`src/rtl/alu_seq.sv`:
```
// Handshaked unsigned ALU: single-cycle add/sub/logic ops, iterative
// shift-add multiply and restoring divide, with carry/zero/div-by-zero flags.
module alu_seq #(
  parameter int WIDTH = 4
) (
  input  logic                 clk,
  input  logic                 rst_n,
  input  logic                 in_valid,
  output logic                 in_ready,
  input  logic [2:0]           op,
  input  logic [WIDTH-1:0]     a,
  input  logic [WIDTH-1:0]     b,
  output logic                 out_valid,
  input  logic                 out_ready,
  output logic [2*WIDTH-1:0]   result,
  output logic                 carry,
  output logic                 zero,
  output logic                 div_zero
);

  localparam int CW = (WIDTH > 1) ? $clog2(WIDTH) : 1;

  localparam logic [2:0] OP_ADD    = 3'b000;
  localparam logic [2:0] OP_SUB_AB = 3'b001;
  localparam logic [2:0] OP_SUB_BA = 3'b010;
  localparam logic [2:0] OP_MUL    = 3'b011;
  localparam logic [2:0] OP_DIV_AB = 3'b100;
  localparam logic [2:0] OP_DIV_BA = 3'b101;
  localparam logic [2:0] OP_AND    = 3'b110;
  localparam logic [2:0] OP_OR     = 3'b111;

  typedef enum logic [1:0] {
    IDLE,
    BUSY,
    DONE
  } state_t;

  state_t               state_q;
  logic [CW-1:0]        cnt_q;
  logic [WIDTH-1:0]     hi_q;
  logic [WIDTH-1:0]     lo_q;
  logic [WIDTH-1:0]     opnd_q;
  logic                 is_mul_q;
  logic                 in_ready_q;
  logic                 out_valid_q;
  logic [2*WIDTH-1:0]   result_q;
  logic                 carry_q;
  logic                 zero_q;
  logic                 div_zero_q;

  // Accept-side decode and the single-cycle results
  logic [WIDTH:0]       sum_d;
  logic [WIDTH:0]       diff_ab_d;
  logic [WIDTH:0]       diff_ba_d;
  logic [WIDTH-1:0]     dividend_d;
  logic [WIDTH-1:0]     divisor_d;
  logic                 is_div_d;
  logic                 is_iter_d;
  logic [2*WIDTH-1:0]   quick_result_d;
  logic                 quick_carry_d;
  logic                 quick_dz_d;

  always_comb begin
    sum_d          = {1'b0, a} + {1'b0, b};
    diff_ab_d      = {1'b0, a} - {1'b0, b};
    diff_ba_d      = {1'b0, b} - {1'b0, a};
    dividend_d     = (op == OP_DIV_BA) ? b : a;
    divisor_d      = (op == OP_DIV_BA) ? a : b;
    is_div_d       = (op == OP_DIV_AB) || (op == OP_DIV_BA);
    is_iter_d      = (op == OP_MUL) || (is_div_d && (divisor_d != '0));
    quick_result_d = '0;
    quick_carry_d  = 1'b0;
    quick_dz_d     = 1'b0;
    case (op)
      OP_ADD: begin
        quick_result_d[WIDTH-1:0] = sum_d[WIDTH-1:0];
        quick_carry_d             = sum_d[WIDTH];
      end
      OP_SUB_AB: begin
        quick_result_d[WIDTH-1:0] = diff_ab_d[WIDTH-1:0];
        quick_carry_d             = diff_ab_d[WIDTH];
      end
      OP_SUB_BA: begin
        quick_result_d[WIDTH-1:0] = diff_ba_d[WIDTH-1:0];
        quick_carry_d             = diff_ba_d[WIDTH];
      end
      OP_AND: quick_result_d[WIDTH-1:0] = a & b;
      OP_OR:  quick_result_d[WIDTH-1:0] = a | b;
      // Only reached for a zero divisor: quotient saturates, remainder keeps the dividend
      OP_DIV_AB, OP_DIV_BA: begin
        quick_result_d = {dividend_d, {WIDTH{1'b1}}};
        quick_dz_d     = 1'b1;
      end
      default: ;
    endcase
  end

  // One iteration step; hi/lo hold {partial product} or {remainder, quotient}
  logic [WIDTH:0]       mul_sum_d;
  logic [WIDTH:0]       div_shift_d;
  logic [WIDTH-1:0]     div_trial_d;
  logic                 div_ge_d;
  logic [WIDTH-1:0]     step_hi_d;
  logic [WIDTH-1:0]     step_lo_d;

  always_comb begin
    mul_sum_d   = {1'b0, hi_q} + (lo_q[0] ? {1'b0, opnd_q} : {(WIDTH+1){1'b0}});
    div_shift_d = {hi_q, lo_q[WIDTH-1]};
    div_ge_d    = (div_shift_d >= {1'b0, opnd_q});
    div_trial_d = div_shift_d[WIDTH-1:0] - opnd_q;
    if (is_mul_q) begin
      step_hi_d = mul_sum_d[WIDTH:1];
      step_lo_d = {mul_sum_d[0], lo_q[WIDTH-1:1]};
    end else begin
      step_hi_d = div_ge_d ? div_trial_d : div_shift_d[WIDTH-1:0];
      step_lo_d = {lo_q[WIDTH-2:0], div_ge_d};
    end
  end

  always_ff @(posedge clk) begin
    if (!rst_n) begin
      state_q     <= IDLE;
      cnt_q       <= '0;
      hi_q        <= '0;
      lo_q        <= '0;
      opnd_q      <= '0;
      is_mul_q    <= 1'b0;
      in_ready_q  <= 1'b1;
      out_valid_q <= 1'b0;
      result_q    <= '0;
      carry_q     <= 1'b0;
      zero_q      <= 1'b0;
      div_zero_q  <= 1'b0;
    end else begin
      case (state_q)
        IDLE: begin
          if (in_valid) begin
            in_ready_q <= 1'b0;
            if (is_iter_d) begin
              carry_q    <= 1'b0;
              zero_q     <= 1'b0;
              div_zero_q <= 1'b0;
              is_mul_q   <= (op == OP_MUL);
              hi_q       <= '0;
              lo_q       <= (op == OP_MUL) ? b : dividend_d;
              opnd_q     <= (op == OP_MUL) ? a : divisor_d;
              cnt_q      <= CW'(WIDTH - 1);
              state_q    <= BUSY;
            end else begin
              result_q    <= quick_result_d;
              carry_q     <= quick_carry_d;
              zero_q      <= (quick_result_d == '0);
              div_zero_q  <= quick_dz_d;
              out_valid_q <= 1'b1;
              state_q     <= DONE;
            end
          end
        end
        BUSY: begin
          hi_q  <= step_hi_d;
          lo_q  <= step_lo_d;
          cnt_q <= cnt_q - 1'b1;
          if (cnt_q == '0) begin
            result_q    <= {step_hi_d, step_lo_d};
            zero_q      <= ({step_hi_d, step_lo_d} == '0);
            carry_q     <= 1'b0;
            div_zero_q  <= 1'b0;
            out_valid_q <= 1'b1;
            state_q     <= DONE;
          end
        end
        DONE: begin
          if (out_ready) begin
            out_valid_q <= 1'b0;
            in_ready_q  <= 1'b1;
            state_q     <= IDLE;
          end
        end
        default: begin
          out_valid_q <= 1'b0;
          in_ready_q  <= 1'b1;
          state_q     <= IDLE;
        end
      endcase
    end
  end

  assign in_ready  = in_ready_q;
  assign out_valid = out_valid_q;
  assign result    = result_q;
  assign carry     = carry_q;
  assign zero      = zero_q;
  assign div_zero  = div_zero_q;

endmodule

```
`config.mk`:
```
export PLATFORM = sky130hd
export DESIGN_NAME = alu_seq
export DESIGN_NICKNAME = d
export VERILOG_FILES = /design/src/rtl/alu_seq.sv
export SDC_FILE = /design/constraint.sdc
export NUM_CORES = 1
export LEC_CHECK = 0
export BUFFER_PORTS_ARGS = -buffer_cell sky130_fd_sc_hd__clkbuf_2
export CORE_MARGIN = 4
export CORE_UTILIZATION = 55
export DETAILED_ROUTE_END_ITERATION = 10
export GPL_TIMING_DRIVEN = 0
export PLACE_DENSITY_LB_ADDON = 0.1
export RECOVER_POWER = 50
export SYNTH_ARGS = -nofsm -noshare
export SYNTH_HDL_FRONTEND = slang
export SYNTH_SLANG_ARGS = --single-unit
```
`constraint.sdc`:
```
create_clock -name clk -period 6.61 [get_ports clk]
set_clock_uncertainty 0.1 [all_clocks]
set_input_delay 0.661 -clock clk [delete_from_list [all_inputs] [get_ports clk]]
set_output_delay 0.661 -clock clk [all_outputs]
set_load 0.005 [all_outputs]
```
==> metrics.txt <==
Post-synth top flop=dfxtp_1; critical path startpoint=b[1]; # Post-CTS Setup Buffers=0; root buf cell=clkbuf_8; Site Rows=24; relative slew slack=0.553; drt wl/cell=about 16 um; Comb pwr share=0.343; Routed Wire Length=between 6 and 7 mm; Req. time, crit path=approximately 6.7 ns; arrival time of the worst setup path=2.97 ns; # clock sinks=30; gp weighted congestion=0.941; clock share of power=0.279; Seq cells post-synth=30; Syn Area/Cell=roughly 7.8 um^2; Min-Delay Path Class=reg2reg; Max Cap Viol=0; clk buf depth=2; Die Span Y=75.8 um; number of global-route vias before repair=approximately 2200; die area=roughly 0.0057 mm^2; power density cells=between 200 and 250 mW/mm^2; post-synthesis sequential area ratio=0.238; post-synth net total=369; cell internal pwr=0.362 mW; DP Wirelength=~5.3 mm; R2R setup slack=just over 4 ns; Worst Setup EP=result[7]; Synth area leaders=dfxtp_1 24%, ha_1 12%, nand2_1 7.1%; I/O Pins=28; DRC Markers=0; fmax=approximately 350 MHz; Hold-fix buffers, CTS=0; GRT Residual Overflow=0; VDD IR max=between 0.0001 and 0.00015 V; met2 wire len=just over 3 mm; setup_tns=0 ns; gr usage total=0.246; reg2reg end=zero; n_diodes=0; global-route wire length before repair=around 11 mm; Yosys top cell by area=dfxtp_1; drt pass-1 iters=4; CTS tree=yes; status=finished clean; critical path launch point type=primary input; Post-synth ARST share=0; number of synthesized flops with an enable pin=0; Synth cell types=51; routed length on met1=~3.1 mm; Nets=402; Worst-path clk slew=approximately 0.07 ns; total CTS buffers=5; DR top layer=met4; area of the multi-input gates=0.00176 mm^2; Worst Path Class, Setup=in2reg; H-tree depth=2; Starting Density=0.576; layout cells sized above 1=0.0922; register area=about 600 um^2; area grow syn2layout=10.5%; Max Transition Viols Final=0; Via density=just under 6; fin crit share=0.437; crit-path max FO=10; clk_lat worst skew=roughly 0.29 ns; vias=roughly 2400; Hold Vio Cnt, Final=0; Pleak=1.23 nW; drt initial violations=about 130; fillcell total=392; Core Box Area=around 0.0044 mm^2; Final Setup Violations=0; setup repair after global routing missed its margin=no; Synth Cell Area=roughly 0.0025 mm^2; reg2reg path depth=8; met3 wire length=317 um; post-CTS sizing=0; Cells after Synth=324; Tmin final=roughly 2.9 ns; Worst setup EP type=flop; largest net degree at the start of global routing=11; Die Width=around 76 um; Psw=about 0.20 mW; total chip power=0.565 mW; Worst-Margin Slew=between 0.6 and 0.7 ns; Yosys warnings=0; initial antenna violation count=0; part of the power in registers=0.379; sw frac=0.359; Synth top area share=0.238; FF-to-FF Start=lo_q[0]; remaining antenna violation count=0; PortBufs=26
-- sequential cells by signal, summed over array words and instances (netlist names) --
register and flops:
lo_q 4, carry 1, result 8, in_ready 1
out_valid 1, div_zero 1, cnt_q 2, is_mul_q 1
state_q 2, hi_q 4, opnd_q 4, zero 1
-- cell usage in the layout, fill, tap and decap left out, drive strengths merged, types with 4 or more instances in the layout --
cell | Yosys | routed
nand2 | 48 | 48
clkbuf | 11 | 43
dfxtp | 30 | 30
ha | 25 | 25
inv | 21 | 21
nor2 | 21 | 21
a21oi | 20 | 20
o21ai | 19 | 19
a21boi | 13 | 13
o211ai | 11 | 11
nand2b | 8 | 8
and2 | 6 | 6
nor2b | 6 | 6
o211a | 6 | 6
nand3b | 6 | 6
buf | 6 | 6
fa | 5 | 5
nor4 | 4 | 4
mux2i | 4 | 4
xor2 | 4 | 4
-- power groups by stage --
stage | sequential, mW | combinational, mW | clock (mW)
final | 0.214 | 0.194 | 0.157
after floorplan | 0.216 | 0.137 | 0
after global routing | 0.216 | 0.218 | 0.168
after CTS | 0.214 | 0.195 | 0.160
after detailed placement | 0.218 | 0.194 | 0
after global placement | 0.217 | 0.191 | 0
-- critical path: stages --
cell and delay [ns]:
clkbuf_1 0.19, or4_2 0.68, o22ai_1 0.33, o22ai_1 0.23
or2b_1 0.24, and2_1 0.12, buf_2 0.19, o311ai_0 0.17
o211a_1 0.16
-- layer usage --
| layer | GRT usage | vias to the layer above |
|---|---|---|
| met5 | 0 | - |
| met4 | 0.0641 | 0 |
| met3 | 0.0396 | 10 |
| met2 | 0.395 | 66 |
| met1 | 0.343 | 1118 |
| li1 | - | 1215 |
-- cell usage after synthesis, types with 2 or more instances --
cell type  count
a21oi_1       19
nor2b_1        6
o21bai_1       2
ha_1          25
fa_1           5
mux2_2         2
o211ai_1      11
nor3_1         3
o211a_1        6
nand3_1        2
nand2b_1       8
o21a_1         3
a211o_1        3
o311ai_0       2
dfxtp_1       30
nand2_1       48
clkbuf_1      11
inv_1         21
a22oi_1        3
o22ai_1        2
mux2i_1        4
a21o_1         2
a21boi_0      13
or2_2          2
or4_1          2
o31ai_1        3
nor2_1        20
buf_2          5
nor4_1         4
nand3b_1       6
o22a_1         2
and2_1         6
a31oi_1        2
xnor2_1        3
xor2_1         4
o21ai_0       19
-- kinds of logic after synthesis --
kind of cell / after synthesis / synth area share
buf+inv: 38 / 0.0590
mux: 6 / 0.0248
compound gates: 100 / 0.273
flops: 30 / 0.238
fa+ha+maj: 30 / 0.164
simple gates: 113 / 0.218
xor+xnor: 7 / 0.0243
-- per-stage QoR --
step	util	std cells	area [um^2]	setup slack, ns	hold WS [ns]
after floorplan	-	324	2520	3.95	0.331
after global placement	0.620	402	2720	3.60	0.348
after detailed placement	0.620	402	2720	3.60	0.355
after CTS	0.642	410	2820	3.88	0.366
after global routing	0.636	410	2790	3.59	0.394
final	0.636	410	2790	3.72	0.363
-- area by class of cell --
cell class | instances | area share
Buffer | 17 | 0.0251
Sequential cell | 30 | 0.215
Tap cell | 52 | 0.0233
Clock inverter | 2 | 0.00449
Timing Repair Buffer | 26 | 0.0413
Multi-Input combinational cell | 256 | 0.633
Clock buffer | 6 | 0.0296
Inverter | 21 | 0.0283
-- worst min-delay path by stage --
| stage | startpoint | endpoint | slack, ns | depth (start not counted) |
|---|---|---|---|---|
| finish | cnt_q[1] | cnt_q[1] | 0.36 | 2 |
| global route | cnt_q[1] | cnt_q[1] | 0.39 | 2 |
| CTS | cnt_q[1] | cnt_q[1] | 0.37 | 2 |
| detailed placement | cnt_q[1] | cnt_q[1] | 0.36 | 2 |
| global placement | cnt_q[1] | cnt_q[1] | 0.35 | 2 |
| floorplan | cnt_q[1] | cnt_q[1] | 0.33 | 2 |
No activity file was read; power rests on OpenSTA's default activity.
